File: src/rtl/regfile_wb_arbiter_if.sv
// regfile_wb_arbiter_if: requester push ports, stall and register-file write port of the writeback arbiter
// Ports: stall; v0/a0/d0/rdy0 and v1/a1/d1/rdy1 requester handshakes;
//        wr_en/wr_addr/wr_data register-file write port; busy activity flag.
// master = the requesters and register file side, slave = the arbiter.
interface regfile_wb_arbiter_if #(
    parameter int ADDR_W = 5,
    parameter int DATA_W = 32
);
    logic              stall;
    logic              v0;
    logic [ADDR_W-1:0] a0;
    logic [DATA_W-1:0] d0;
    logic              rdy0;
    logic              v1;
    logic [ADDR_W-1:0] a1;
    logic [DATA_W-1:0] d1;
    logic              rdy1;
    logic              wr_en;
    logic [ADDR_W-1:0] wr_addr;
    logic [DATA_W-1:0] wr_data;
    logic              busy;
    modport master (
        output stall, v0, a0, d0, v1, a1, d1,
        input  rdy0, rdy1, wr_en, wr_addr, wr_data, busy
    );
    modport slave (
        input  stall, v0, a0, d0, v1, a1, d1,
        output rdy0, rdy1, wr_en, wr_addr, wr_data, busy
    );
endinterface

File: src/rtl/regfile_wb_arbiter.sv
// regfile_wb_arbiter: round-robin sharing of the register-file write port between two queued writeback requesters
// Ports: clk, rst_n (async active-low); bus (slave modport) carries stall, the two
//        valid/ready push ports, the registered write port and busy.
module regfile_wb_arbiter #(
    parameter int DEPTH  = 2,
    parameter int ADDR_W = 5,
    parameter int DATA_W = 32
) (
    input  logic                 clk,
    input  logic                 rst_n,
    regfile_wb_arbiter_if.slave  bus
);
    localparam int PW = $clog2(DEPTH);
    localparam int CW = PW + 1;

    logic [ADDR_W-1:0] fa [2][DEPTH];
    logic [DATA_W-1:0] fd [2][DEPTH];
    logic [PW-1:0]     wp [2];
    logic [PW-1:0]     rp [2];
    logic [CW-1:0]     cnt [2];
    logic [ADDR_W-1:0] in_a [2];
    logic [DATA_W-1:0] in_d [2];
    logic [1:0]        v, ne, full, cand, push, pop;
    logic              rr_ptr, gnt, any, wr_en;
    logic [ADDR_W-1:0] ha, wr_addr;
    logic [DATA_W-1:0] hd, wr_data;

    assign v       = {bus.v1, bus.v0};
    assign in_a[0] = bus.a0;
    assign in_a[1] = bus.a1;
    assign in_d[0] = bus.d0;
    assign in_d[1] = bus.d1;

    always_comb begin
        for (int i = 0; i < 2; i++) begin
            ne[i]   = cnt[i] != '0;
            full[i] = cnt[i] == CW'(DEPTH);
        end
        cand = bus.stall ? 2'b00 : ne;
        any  = |cand;
        // lone candidate wins outright; rr_ptr only breaks ties
        gnt  = (cand == 2'b11) ? rr_ptr : cand[1];
        // a full FIFO refuses pushes even when it is being popped this cycle
        push = v & ~full;
        pop  = any ? (gnt ? 2'b10 : 2'b01) : 2'b00;
        ha   = fa[gnt][rp[gnt]];
        hd   = fd[gnt][rp[gnt]];
    end

    always_ff @(posedge clk)
        for (int i = 0; i < 2; i++)
            if (push[i]) begin
                fa[i][wp[i]] <= in_a[i];
                fd[i][wp[i]] <= in_d[i];
            end

    always_ff @(posedge clk or negedge rst_n) begin
        if (!rst_n) begin
            for (int i = 0; i < 2; i++) begin
                wp[i]  <= '0;
                rp[i]  <= '0;
                cnt[i] <= '0;
            end
            rr_ptr  <= 1'b0;
            wr_en   <= 1'b0;
            wr_addr <= '0;
            wr_data <= '0;
        end else begin
            for (int i = 0; i < 2; i++) begin
                if (push[i]) wp[i] <= wp[i] + 1'b1;
                if (pop[i])  rp[i] <= rp[i] + 1'b1;
                cnt[i] <= cnt[i] + CW'(push[i]) - CW'(pop[i]);
            end
            if (any) begin
                rr_ptr  <= ~gnt;
                wr_addr <= ha;
                wr_data <= hd;
            end
            // writes to register 0 are consumed without asserting the enable
            wr_en <= any && (ha != '0);
        end
    end

    assign bus.rdy0    = rst_n & ~full[0];
    assign bus.rdy1    = rst_n & ~full[1];
    assign bus.wr_en   = wr_en;
    assign bus.wr_addr = wr_addr;
    assign bus.wr_data = wr_data;
    assign bus.busy    = (|ne) | wr_en;
endmodule

File: src/flat_wrapper.sv
// flat-port wrapper written by rule: the top's interface ports become plain ports
module regfile_wb_arbiter_flat 
#(
    parameter int DEPTH  = 2,
    parameter int ADDR_W = 5,
    parameter int DATA_W = 32
)
  (clk, rst_n, bus_stall, bus_v0, bus_a0, bus_d0, bus_v1, bus_a1, bus_d1, bus_rdy0, bus_rdy1, bus_wr_en, bus_wr_addr, bus_wr_data, bus_busy);
  regfile_wb_arbiter_if #(.ADDR_W(ADDR_W), .DATA_W(DATA_W)) bus_i ();
  input  logic clk;
  input  logic rst_n;
  input wire logic [$bits(bus_i.stall)-1:0] bus_stall;
  input wire logic [$bits(bus_i.v0)-1:0] bus_v0;
  input wire logic [$bits(bus_i.a0)-1:0] bus_a0;
  input wire logic [$bits(bus_i.d0)-1:0] bus_d0;
  input wire logic [$bits(bus_i.v1)-1:0] bus_v1;
  input wire logic [$bits(bus_i.a1)-1:0] bus_a1;
  input wire logic [$bits(bus_i.d1)-1:0] bus_d1;
  output wire logic [$bits(bus_i.rdy0)-1:0] bus_rdy0;
  output wire logic [$bits(bus_i.rdy1)-1:0] bus_rdy1;
  output wire logic [$bits(bus_i.wr_en)-1:0] bus_wr_en;
  output wire logic [$bits(bus_i.wr_addr)-1:0] bus_wr_addr;
  output wire logic [$bits(bus_i.wr_data)-1:0] bus_wr_data;
  output wire logic [$bits(bus_i.busy)-1:0] bus_busy;
  assign bus_i.stall = bus_stall;
  assign bus_i.v0 = bus_v0;
  assign bus_i.a0 = bus_a0;
  assign bus_i.d0 = bus_d0;
  assign bus_i.v1 = bus_v1;
  assign bus_i.a1 = bus_a1;
  assign bus_i.d1 = bus_d1;
  assign bus_rdy0 = bus_i.rdy0;
  assign bus_rdy1 = bus_i.rdy1;
  assign bus_wr_en = bus_i.wr_en;
  assign bus_wr_addr = bus_i.wr_addr;
  assign bus_wr_data = bus_i.wr_data;
  assign bus_busy = bus_i.busy;
  regfile_wb_arbiter #(.DEPTH(DEPTH), .ADDR_W(ADDR_W), .DATA_W(DATA_W)) u_core (.clk(clk), .rst_n(rst_n), .bus(bus_i));
endmodule
File: config.mk
export PLATFORM = sky130hd
export DESIGN_NAME = regfile_wb_arbiter_flat
export DESIGN_NICKNAME = d
export VERILOG_FILES = /design/src/rtl/regfile_wb_arbiter_if.sv /design/src/rtl/regfile_wb_arbiter.sv /design/src/flat_wrapper.sv
export SDC_FILE = /design/constraint.sdc
export NUM_CORES = 1
export LEC_CHECK = 0
export BUFFER_PORTS_ARGS = -buffer_cell sky130_fd_sc_hd__buf_2
export CAP_MARGIN = 20
export CORE_MARGIN = 2
export CORE_UTILIZATION = 56
export DETAILED_ROUTE_END_ITERATION = 7
export PLACE_DENSITY = 0.79
export SETUP_SLACK_MARGIN = 0.3
export SLEW_MARGIN = 15
export SYNTH_ARGS = -nofsm -noshare
export SYNTH_HDL_FRONTEND = slang
export SYNTH_SLANG_ARGS = --single-unit
File: constraint.sdc
create_clock -name clk -period 3.7 [get_ports clk]
set_input_delay 0.555 -clock clk [delete_from_list [all_inputs] [get_ports clk]]
set_output_delay 0.555 -clock clk [all_outputs]
set_load 0.005 [all_outputs]
==> After elaboration in Yosys (flattened, before gate mapping) <==
Memories as Yosys holds them, arrays and structs flattened.
Cells that the tools add are included.
{ "totals": {"memories": 2, "ramBits": 148, "wordCells": 76, "input_bits": 79, "register_bits": 47, "output_inout_bits": 41} }
{ "mem_list": {"columns": ["memory", "depth", "width", "rd", "rd_clocked_by_memory_dff", "write_ports", "line_no", "text"], "rows": [
  ["u_core.fd", 2, 64, 1, 0, 2, "regfile_wb_arbiter.sv:17", "logic [DATA_W-1:0] fd [2][DEPTH];"],
  ["u_core.fa", 2, 10, 1, 0, 2, "regfile_wb_arbiter.sv:16", "logic [ADDR_W-1:0] fa [2][DEPTH];"]
]} }
{ "classes": {"n_eq_ne": 3, "bitwise_logic": 12, "n_lt_le_gt_ge": 6, "mux": 27, "n_reduce_logical": 8, "n_addsub": 8} }
{ "op_table": {"columns": ["op", "count"], "rows": [
  ["two-way mux 32 bit", 5],
  ["two-way mux 64 bit", 2],
  ["demux 32 bit (select 1 bit)", 2],
  ["two-way mux 5 bit", 5],
  ["two-way mux 10 bit", 2],
  ["demux 5 bit (select 1 bit)", 2],
  [">= comparator 2 bit, second input constant", 4],
  ["NOT 1 -> 2 bit", 4],
  ["== test 2 bit, second input constant", 3],
  ["two-way mux 1 bit", 6],
  ["two-way mux 2 bit", 3],
  ["nonzero test 5 bit", 1],
  ["adder 1 bit, second input constant", 4],
  ["adder 2 x 1 -> 2 bit", 2],
  ["less-than comparator 2 x 1 -> 1 bit, second input constant", 2],
  ["nonzero test 2 bit", 2],
  ["OR reduction 2 bit", 2],
  ["subtractor 2 x 1 -> 2 bit", 2],
  ["logical AND 1 bit", 3],
  ["NOT 1 bit", 3],
  ["AND 1 bit", 2],
  ["AND 2 bit", 1],
  ["NOT 2 bit", 1],
  ["bitwise OR 1 bit", 1]
]} }

==> Logic depth before layout (Yosys ltp) <==
{ "logic_depth": {"depth_word": 14, "depth_mapped": 10, "mapped_depth_nobuf": 9} }

==> Worst setup path after synthesis <==
OpenSTA, ideal clock, no wires.
{ "synth_path": {"path_type": "in2reg", "startpoint": "input port bus_v0", "endpoint": "memory u_core.fa[0][5] (netlist name), enable pin", "setup_ns": 0.431, "path_stages": 2, "arrival_ns": 2.205, "path_buffers": 0, "required_time_ns": 3.269, "slack_ns": 1.064, "cell_sequence": "nand2_1 nor2_1"} }
{ "synth_lines": {"columns": ["item", "line_no", "text"], "rows": [
  ["start: declaration", "flat_wrapper.sv:13", "input wire logic [$bits(bus_i.v0)-1:0] bus_v0;"],
  ["end: declaration", "regfile_wb_arbiter.sv:16", null]
]} }

==> Worst setup path in the final report <==
{ "layout_path": {"startpoint": "register u_core.rp[1] (netlist name)", "endpoint": "register u_core.wr_addr[0], in the netlist u_core.bus.wr_addr[0]"} }
{ "layout_between": {"elab_chain_len": 7} }
{ "layout_lines": {"columns": ["item", "line_no", "text"], "rows": [
  ["start: declaration", "regfile_wb_arbiter.sv:19", "logic [PW-1:0] rp [2];"],
  ["start signal: indexed assignment", "regfile_wb_arbiter.sv:71", "if (pop[i]) rp[i] <= rp[i] + 1'b1;"],
  ["two-way mux 1 bit (not written as such) (3 in a row)", "regfile_wb_arbiter.sv:46", "ha = fa[gnt][rp[gnt]];"],
  ["NOT 1 -> 2 bit (not written as such)", "regfile_wb_arbiter.sv:46", null],
  ["two-way mux 5 bit (not written as such) (3 in a row)", "regfile_wb_arbiter.sv:46", null],
  ["end signal: assignment", "regfile_wb_arbiter.sv:66", "wr_addr <= '0;"],
  ["end signal: assignment", "regfile_wb_arbiter.sv:76", "wr_addr <= ha;"],
  ["end: declaration", "regfile_wb_arbiter.sv:25", "logic [ADDR_W-1:0] ha, wr_addr;"]
]} }
No other way between the ends. The select of a mux whose other input is x is not followed.
A chain may end at the register's enable or synchronous reset.

==> results.rst <==
.. list-table::
   :header-rows: 1

   * - Metric
     - Value
   * - Count of input and output buffers
     - 119
   * - Worst setup path class
     - flop to flop
   * - Total power density per cell area
     - 796.1 nW/µm²
   * - Net total in the final layout
     - 656
   * - Worst Path Arrival
     - 2390 ps
   * - Rows
     - 42
   * - Leakage Power
     - 0.003601 µW
   * - Gpl congestion
     - 0.7560
   * - Max H-tree Level
     - 4
   * - Initial DRT Pass Iterations
     - 5
   * - Maximum clock insertion buffer count
     - 2
   * - Starting DRC count in detailed routing
     - 245
   * - Starting density of the core
     - 57.22%
   * - Post-route ant nets
     - 0
   * - Tightest Hold Check Type
     - primary input to async pin
   * - Commonest non-fill, non-tap cell in the layout
     - sky130_fd_sc_hd__edfxtp_1
   * - Worst-Margin Slew
     - 1008 ps
   * - Hold buffers post-CTS
     - 0
   * - Synth warnings
     - 0
   * - Vias in the first global route
     - 4384
   * - Drc violations
     - 0
   * - Worst slew margin relative to its limit
     - 32.82%
   * - Worst IR Drop VDD
     - between 300 and 400 µV
   * - Height of the die
     - around 120 µm
   * - Worst Clk Skew
     - 11.20 ps
   * - Number of endpoints failing setup at the final stage
     - 0
   * - Ports
     - 120
   * - Largest fanout of any net on the critical path
     - 26
   * - Result of the run
     - complete, no violations
   * - Clk Latency, worst-skew pair
     - 430 ps
   * - Final total negative setup slack
     - 0 ps
   * - Initial antenna violation count
     - 1
   * - Final WL
     - 14.48 mm
   * - Library cells used by synthesis
     - 30
   * - Wire length of the first global-routing pass
     - approximately 23 mm
   * - Master cell of the clock root buffer
     - sky130_fd_sc_hd__clkbuf_16
   * - Worst reg2reg path depth
     - 4
   * - Post-CTS setup repair buffer count
     - 0
   * - FF-to-FF setup slack
     - 1580 ps
   * - Flops & latches, synth
     - between 150 and 200
   * - Die ar.
     - 14480 µm²
   * - Synthesized area per cell
     - 16.80 µm²
   * - Largest net degree at the start of global routing
     - 77
   * - Clock Sink Count
     - between 150 and 200
   * - Critical path capture point type
     - flop
   * - Final critical path time including I/O delays and setup
     - 2120 ps
   * - Grt ovf
     - 0
   * - Layout fillers
     - 967
   * - Count of vias placed by the detailed router
     - 4049
   * - Ratio of cells with drive above 1 in the final layout
     - 32.25%
   * - Post_cts resized
     - 0
   * - GRT Util Overall
     - 21.41%
   * - Horizontal die dimension
     - about 120 µm
   * - Total nets after synthesis
     - 534
   * - Detailed-route vias per instance
     - 5.307
   * - Detailed placer's ending HPWL
     - 9.062 mm
   * - Final cell utilization of the core
     - about two thirds
   * - Final hold slack
     - 16.10 ps
   * - Endpoints failing hold
     - 0
   * - Total power
     - 7090 µW
   * - # Max-Cap Violations
     - 0
   * - Worst reg2reg startpoint
     - u_core.rp[1]
   * - Syn Inst Count
     - 451
   * - Clock tree from TritonCTS
     - yes
   * - Maximum clock rate
     - 471.8 MHz
   * - Routed len/inst
     - between 15 and 20 µm
   * - Final period utilization
     - 57.29%
   * - Commonest non-fill, non-tap cells in the layout
     - sky130_fd_sc_hd__edfxtp_1, sky130_fd_sc_hd__buf_2, sky130_fd_sc_hd__mux2i_1, sky130_fd_sc_hd__dfrtp_1, sky130_fd_sc_hd__nand2_1
   * - Total instance count after detailed placement
     - 729
   * - Startpoint class of the critical path
     - flop
   * - Data required time at the worst endpoint
     - 3970 ps
   * - Reg-to-reg critical path endpoint
     - u_core.bus.wr_addr[0]
   * - Unrepaired setup endpoints after global routing
     - false
   * - Core footprint
     - approximately 13000 µm²
   * - Sequential fraction of the synthesis area
     - 74.17%
   * - Cell Count, Final, Fillers Out
     - between 700 and 800
   * - Area growth from synthesis to final layout
     - 17.54%
   * - Inserted Clock Buffers
     - 17
   * - Max Transition Viols Final
     - 0
   * - CTS clk-pin slew, worst paths
     - approximately 70 ps
   * - Synthesized cell area
     - 7577 µm²
## per-layer routing
metal	wire [µm]	GRT usage (%)	vias up
met2	7304	35.80	114
li1	-	-	1908
met4	200	8.939	0
met5	0	0	-
met1	6233	26.80	2013
met3	744	5.472	14
## stage by stage
stage,setup WS (ps),area [µm²]
2_1_floorplan,1064,7577
3_3_place_gp,1634,8318
3_5_place_dp,1571,8318
4_1_cts,1572,8884
5_1_grt,1431,8906
6_report,1580,8906
## cells in the mapped netlist, drive strengths merged
| cell type | n | share of area [%] |
|---|---|---|
| clkbuf | 1 | 0.099 |
| a21o | 1 | 0.099 |
| ha | 4 | 0.66 |
| xor2 | 1 | 0.12 |
| mux2 | 38 | 5.6 |
| nor4 | 3 | 0.33 |
| mux2i | 73 | 9.6 |
| dfrtp | 47 | 16 |
| o221ai | 1 | 0.20 |
| nor2 | 6 | 0.40 |
| o21ai | 37 | 2.4 |
| and3 | 2 | 0.17 |
| or2 | 1 | 0.083 |
| nor3 | 4 | 0.33 |
| buf | 22 | 1.9 |
| xnor2 | 7 | 0.81 |
| edfxtp | 148 | 59 |
| a22oi | 1 | 0.099 |
| inv | 8 | 0.40 |
| nand2 | 42 | 2.1 |
| or2b | 1 | 0.099 |
| and2 | 2 | 0.17 |
| a21oi | 1 | 0.066 |
## worst max path at each step
| stage | start | end | slack (ps) | cells after the start |
|---|---|---|---|---|
| floorplan | bus_v0 | u_core.fa[0][5] | 1060 | 2 |
| global placement | bus_v0 | u_core.fd[0][42] | 1630 | 4 |
| detailed placement | bus_v0 | u_core.fd[0][44] | 1570 | 4 |
| CTS | u_core.cnt[3] | bus_busy | 1570 | 3 |
| global route | u_core.cnt[1] | bus_busy | 1430 | 3 |
| finish | u_core.rp[1] | u_core.bus.wr_addr[0] | 1580 | 4 |
## cell type report
cell class	count	area [µm²]	area share, %
Inverter	8	30.03	0.3372
Clock inverter	14	136.4	1.531
Multi-Input combinational cell	225	1804	20.26
Sequential cell	195	5623	63.14
Timing Repair Buffer	126	660.6	7.418
Antenna cell	1	2.502	0.02810
Clock buffer	18	429.2	4.819
Tap cell	176	220.2	2.473
## report_power, final
part / internal (µW) / switching, µW / leakage (µW)
sequential: 3060 / 388 / 0.00194
clock: 990 / 783 / 0.000271
combinational: 886 / 981 / 0.00139
## flip-flops by register name, summed over array words and instances, names as in the netlist
signal and flops:
u_core.rp 2, u_core.rr_ptr 1, u_core.fa 20, u_core.fd 128
u_core.bus.wr_en 1, u_core.wp 2, u_core.cnt 4, u_core.bus.wr_data 32
u_core.bus.wr_addr 5
## logic make-up (layout without fill, tap and decap cells)
group,count (synthesis),after routing,share of synthesized area (%)
flops,195,195,74.17
mux,111,111,15.29
simple gates,61,61,3.649
compound gates,41,41,2.906
buf+inv,31,166,2.394
xor+xnor,8,8,0.9247
fa+ha+maj,4,4,0.6605
other cells,0,1,0
## critical path, cell delays in order (launching register included)
cell and delay, ps:
sky130_fd_sc_hd__dfrtp_2 930, sky130_fd_sc_hd__buf_4 390, sky130_fd_sc_hd__mux2_2 380, sky130_fd_sc_hd__mux2i_1 140, sky130_fd_sc_hd__o21ai_1 90
No activity file was read; power rests on OpenSTA's default activity.
